[config.mk]
export PLATFORM = sky130hd
export DESIGN_NAME = mipi_lane_merge_ctrl
export DESIGN_NICKNAME = d
export VERILOG_FILES = /design/src/rtl/mipi_lane_merge_ctrl.sv
export SDC_FILE = /design/constraint.sdc
export NUM_CORES = 1
export LEC_CHECK = 0
export CAP_MARGIN = 40
export CORE_MARGIN = 2
export CORE_UTILIZATION = 58
export CTS_CLUSTER_SIZE = 16
export DETAILED_ROUTE_END_ITERATION = 8
export PLACE_DENSITY = 0.8
export SLEW_MARGIN = 20
export SYNTH_ARGS = -nofsm -noshare
export SYNTH_HDL_FRONTEND = slang
export SYNTH_SLANG_ARGS = --single-unit
[constraint.sdc]
create_clock -name clk -period 4.53 [get_ports clk]
set_input_delay 0.6795 -clock clk [delete_from_list [all_inputs] [get_ports clk]]
set_output_delay 0.6795 -clock clk [all_outputs]
set_load 0.02 [all_outputs]
[src/rtl/mipi_lane_merge_ctrl.sv]
// Two-lane MIPI byte merger: per-lane 4-deep FIFOs, lane skew alignment, {lane1,lane0} word output.
// Define MERGE_WORD_CNT_EN to add the per-packet word_cnt output.
module mipi_lane_merge_ctrl #(
    parameter int unsigned SKEW_MAX = 3,
    parameter int unsigned TIMEOUT  = 255
) (
    input  logic        clk,
    input  logic        rstn,
    input  logic        lane0_hs,
    input  logic        lane1_hs,
    input  logic        lane0_byte_en,
    input  logic        lane1_byte_en,
    input  logic [7:0]  lane0_byte,
    input  logic [7:0]  lane1_byte,
    output logic        word_en,
    output logic [15:0] word,
    output logic        pkt_active,
    output logic        skew_err,
`ifdef MERGE_WORD_CNT_EN
    output logic        sync_err,
    output logic [15:0] word_cnt
`else
    output logic        sync_err
`endif
);
    typedef enum logic [1:0] {
        IDLE   = 2'd0,
        ALIGN  = 2'd1,
        STREAM = 2'd2,
        ERR    = 2'd3
    } state_t;

    localparam logic [2:0] SKEW_LIM = 3'(SKEW_MAX);
    localparam logic [7:0] TMO_LIM  = 8'(TIMEOUT);

    state_t     state, state_nx;
    logic [1:0] hs, push, wr, nempty, full;
    logic [7:0] din [2];
    logic [7:0] mem [2][4];
    logic [1:0] wp  [2];
    logic [1:0] rp  [2];
    logic [2:0] cnt [2];
    logic [2:0] skew_cnt;
    logic [7:0] tmo, tmo_nx;
    logic       pop, pop_ok, flush, ovf, mismatch, tmo_hit, skew_hit, sync_hit;

    assign hs      = {lane1_hs, lane0_hs};
    assign din[0]  = lane0_byte;
    assign din[1]  = lane1_byte;
    assign push[0] = lane0_byte_en & lane0_hs & (state != ERR);
    assign push[1] = lane1_byte_en & lane1_hs & (state != ERR);
    assign nempty  = {cnt[1] != 3'd0, cnt[0] != 3'd0};
    assign full    = {cnt[1] == 3'd4, cnt[0] == 3'd4};

    assign pop      = (state == STREAM) & (&nempty);
    assign ovf      = (|(push & full)) & ~pop;
    assign mismatch = (hs == 2'b00) & (nempty[0] ^ nempty[1]);
    assign tmo_nx   = pop ? 8'd0 : (((|hs) && tmo != 8'hFF) ? tmo + 8'd1 : tmo);
    assign tmo_hit  = ~pop & (|hs) & (tmo_nx == TMO_LIM);

    // A pending pop and any push are dropped on the edge that enters ERR.
    assign flush  = (state_nx == ERR) & (state != ERR);
    assign pop_ok = pop & ~flush;
    assign wr     = push & (~full | {2{pop}}) & {2{~flush}};

    assign pkt_active = (state == ALIGN) | (state == STREAM);

    always_comb begin
        state_nx = state;
        skew_hit = 1'b0;
        sync_hit = 1'b0;
        case (state)
            IDLE: begin
                if (&push)      state_nx = STREAM;
                else if (|push) state_nx = ALIGN;
            end
            ALIGN: begin
                if (&nempty) begin
                    state_nx = STREAM;
                end else if (skew_cnt > SKEW_LIM) begin
                    state_nx = ERR;
                    skew_hit = 1'b1;
                end
            end
            STREAM: begin
                if (ovf | mismatch | tmo_hit) begin
                    state_nx = ERR;
                    sync_hit = 1'b1;
                end else if (hs == 2'b00 && nempty == 2'b00) begin
                    state_nx = IDLE;
                end
            end
            ERR: begin
                if (hs == 2'b00) state_nx = IDLE;
            end
            default: state_nx = IDLE;
        endcase
    end

    always_ff @(posedge clk or negedge rstn) begin
        if (!rstn) begin
            state    <= IDLE;
            skew_cnt <= '0;
            tmo      <= '0;
            word_en  <= 1'b0;
            word     <= '0;
            skew_err <= 1'b0;
            sync_err <= 1'b0;
            for (int unsigned i = 0; i < 2; i++) begin
                wp[i]  <= '0;
                rp[i]  <= '0;
                cnt[i] <= '0;
            end
        end else begin
            state    <= state_nx;
            skew_cnt <= (state != ALIGN) ? 3'd0 :
                        ((skew_cnt == 3'd7) ? skew_cnt : skew_cnt + 3'd1);
            tmo      <= (state == STREAM) ? tmo_nx : 8'd0;
            word_en  <= pop_ok;
            skew_err <= skew_hit;
            sync_err <= sync_hit;
            if (pop_ok) word <= {mem[1][rp[1]], mem[0][rp[0]]};
            for (int unsigned i = 0; i < 2; i++) begin
                if (flush) begin
                    wp[i]  <= '0;
                    rp[i]  <= '0;
                    cnt[i] <= '0;
                end else begin
                    if (wr[i])  wp[i] <= wp[i] + 2'd1;
                    if (pop_ok) rp[i] <= rp[i] + 2'd1;
                    cnt[i] <= cnt[i] + {2'b00, wr[i]} - {2'b00, pop_ok};
                end
            end
        end
    end

    always_ff @(posedge clk) begin
        for (int unsigned i = 0; i < 2; i++) begin
            if (wr[i]) mem[i][wp[i]] <= din[i];
        end
    end

`ifdef MERGE_WORD_CNT_EN
    always_ff @(posedge clk or negedge rstn) begin
        if (!rstn)                                    word_cnt <= '0;
        else if (state_nx == IDLE && state != IDLE)   word_cnt <= '0;
        else if (pop_ok && word_cnt != 16'hFFFF)      word_cnt <= word_cnt + 16'd1;
    end
`endif

endmodule
==> results.cfg <==
[critical_path]
path_cells = or3_1 > ha_1 > nand2_1 > nand4_1 > or4_1 > or4_4 > a21oi_2 > nor2b_1 > ha_1 > inv_1 > fa_1 > xor2_1 > xnor2_1 > nor2_1
crit_top_cell = ha_1
path_buf_inv = 1
path_class = reg2reg
arrival_ns = 4.04
cpPeakStageDelay_ns = 0.57
rrSetupSlack_ns = 0.72
start_kind = flop
crit_path_end_kind = flop
crit_family = simple AND/OR/NAND/NOR gates
worstPathMaxFanout = 7
required_ns = 4.77
crit_slowest_cell = or4_4

[pwr]
vdd_drop_max_mv = 0.3824
internal_power_mw = 1.989
clkPwrFrac_pct = 18.9
p_seq_share_pct = 45.7
leakage_nw = 2.171
p_sw_mw = 1.059
powerDensity_nw_per_um2 = 535.6
comb_power_share_pct = 35.4
switching_share_pct = 34.74

[timing]
drv_slew = 0
finalWorstPathRequiredPeriod_ns = 3.806
max_clock_freq_mhz = 262.7
period_share_pct = 84.03
clock_skew_ns = 0.01758
setup_viol = 0
relSlewSlack_pct = 44.78
rsz0062_at_grt = false
fin_setup_tns_ns = 0
hold_slack_ns = 0.3935
tightest_slew_ns = 0.8253
hold_viol = 0

[logic_synthesis]
synth.distinct_cells = 52
ys_seq_elements = 110
synth_commonest_cells = edfxtp_1 (64), dfrtp_1 (46), nor2_1 (29), ha_1 (20), nand2_1 (19)
synth_xor_area_share_pct = 2.301
synth_enable_flop_cells = 64
synth_top_family_by_area = multiplexers
synth_top_area_share_pct = 38.85
yosysMostFrequentCell = edfxtp_1
synthTopCellsByArea = edfxtp_1 (39%), dfrtp_1 (23%), mux4_2 (7.3%), ha_1 (5.1%), mux2_2 (3.6%)
synthMuxAreaShare_pct = 11.33
syn_avg_cell_area_um2 = 14.38
syn_inst = 344
netlist_area_um2 = 4947
synthAdderAreaFrac_pct = 5.867
yosysWarnings = 0
ys_seq_area_share_pct = 62.11
synth_compound_area_share_pct = 6.247
yosys.area_share.simple_pct = 9.585
yosysTopAreaCell = edfxtp_1
ys.flop_type = edfxtp_1
synthesis.nets = 388
ys_async_sr_fraction_pct = 41.82

[layout]
drive_gt1_share_pct = 16.58
fillers = 582
multi_input_area_um2 = 1748
final_nets = 437
seq_area_um2 = 3073
diodes = 0
area_delta_synth_final_pct = 15.05

[global_routing]
use_met3_pct = 4.933
grt_pass1_wl_um = 14120
grt_max_degree = 47
antenna_found_initial = 0
overflow = 0
gr-usage-all-layers_pct = 20.55
grt_util_met1_pct = 27.78
grtUsageMet2_pct = 33.80
grt_pass1_vias = 2889
busiest_layer = met2

[clock_tree]
clkTransAtPathRegs_ns = 0.11
cts-htree-levels = 3
cts_buffers = 9
cts_setup_buffers = 0
cts_tree = yes
root_buffer = clkbuf_8
clkSinkCount = 110
worstSkewPairLatency_ns = 0.37
cts_resized = 0
cts_hold_buf = 0
cts_buffer_depth = 2

[place]
place.gp.congestion = 0.8866
dp_hpwl_um = 5763
io_buffer_count = 41

[route]
wl_um = 8495
drc_errors = 0
wire_per_inst_um = 16.89
viasPerCell = 5.799
via_count = 2917
drt-initial-drc-count = 132
ant_nets = 0
first_pass_iters = 4

[die]
ioPinCount = 42
dieArea_um2 = 9284
row_count = 33
fp.dieH_um = 96.36
core_area_um2 = 8258
die_w_um = 96.36
start_util_pct = 59.91

[hold_path]
hold_class = in2async

[job]
drv_cap = 0

[status]
status = finished, final reports clean
stage by stage:
stage / total power, mW / util (%) / cells / cell area, um2 / setup slack, ns
2_1_floorplan: 2.141 / - / 344 / 4947 / 1.027
3_3_place_gp: 2.464 / 66.33 / 486 / 5478 / 0.5744
3_5_place_dp: 2.503 / 66.33 / 486 / 5478 / 0.4689
4_1_cts: 3.083 / 68.83 / 502 / 5684 / 0.7133
5_1_grt: 3.257 / 68.92 / 503 / 5692 / 0.4478
6_report: 3.048 / 68.92 / 503 / 5692 / 0.7235
area by class of cell:
class                           count  share of cell area [%]
Sequential cell                   110                   53.99
Multi-Input combinational cell    206                   30.71
Timing Repair Buffer               50                   8.310
Tap cell                          105                   2.308
Clock buffer                        9                   2.176
Clock inverter                      7                   1.451
Inverter                           16                   1.055
cell families after synthesis:
kind of cell    Yosys count
simple gates             92
compound gates           45
fa+ha+maj                22
mux                      34
buf+inv                  28
flops                   110
xor+xnor                 13
power groups by stage:
stage / clock [mW] / sequential [mW] / combinational (mW)
floorplan: 0 / 1.45 / 0.689
global placement: 0 / 1.41 / 1.06
detailed placement: 0 / 1.42 / 1.08
CTS: 0.594 / 1.40 / 1.09
global route: 0.638 / 1.43 / 1.19
finish: 0.576 / 1.39 / 1.08
routing by layer:
layer / part of all wire [%] / up-vias
li1: - / 1370
met1: 44 / 1455
met2: 51 / 77
met3: 4.1 / 15
met4: 1.4 / 0
met5: 0 / -
registers in the layout, summed over array words and instances (netlist names):
register	cells
skew_cnt	3
state	2
word_en	1
skew_err	1
rp	4
wp	4
tmo	8
cnt	6
sync_err	1
mem	64
word	16
path summary, 6_finish.rpt:
kind	startpoint	endpoint	cells after the start
hold reg to reg	word[6]$_DFFE_PN0P_	word[6]$_DFFE_PN0P_	1
max in group asynchronous	rstn	word_en$_DFF_PN0_	2
setup / recovery	cnt[2]$_DFF_PN0_	cnt[5]$_DFF_PN0_	14
setup reg to reg	cnt[2]$_DFF_PN0_	cnt[5]$_DFF_PN0_	14
hold / removal	rstn	word[12]$_DFFE_PN0P_	2
min in group clk	word[6]$_DFFE_PN0P_	word[6]$_DFFE_PN0P_	1
cell usage in the layout, fill, tap and decap left out, types with 3 or more instances in the layout:
cell,Yosys,routed
o21a_1,3,3
o21ai_0,10,10
dfrtp_1,46,46
nor3_1,4,4
nor2b_1,9,9
nand2_1,19,19
nand2b_1,3,3
mux2_2,16,16
buf_4,0,9
a211oi_1,5,5
clkbuf_8,0,9
nand4_1,3,3
ha_1,20,20
nand3_1,3,3
clkdlybuf4s50_1,0,40
nor2_1,29,29
mux4_2,16,16
a21oi_1,8,8
and2_1,4,4
clkinv_8,0,3
and3b_1,3,3
inv_1,16,16
xnor2_1,4,4
edfxtp_1,64,64
xor2_1,9,9
(Power assumes the default switching activity.)
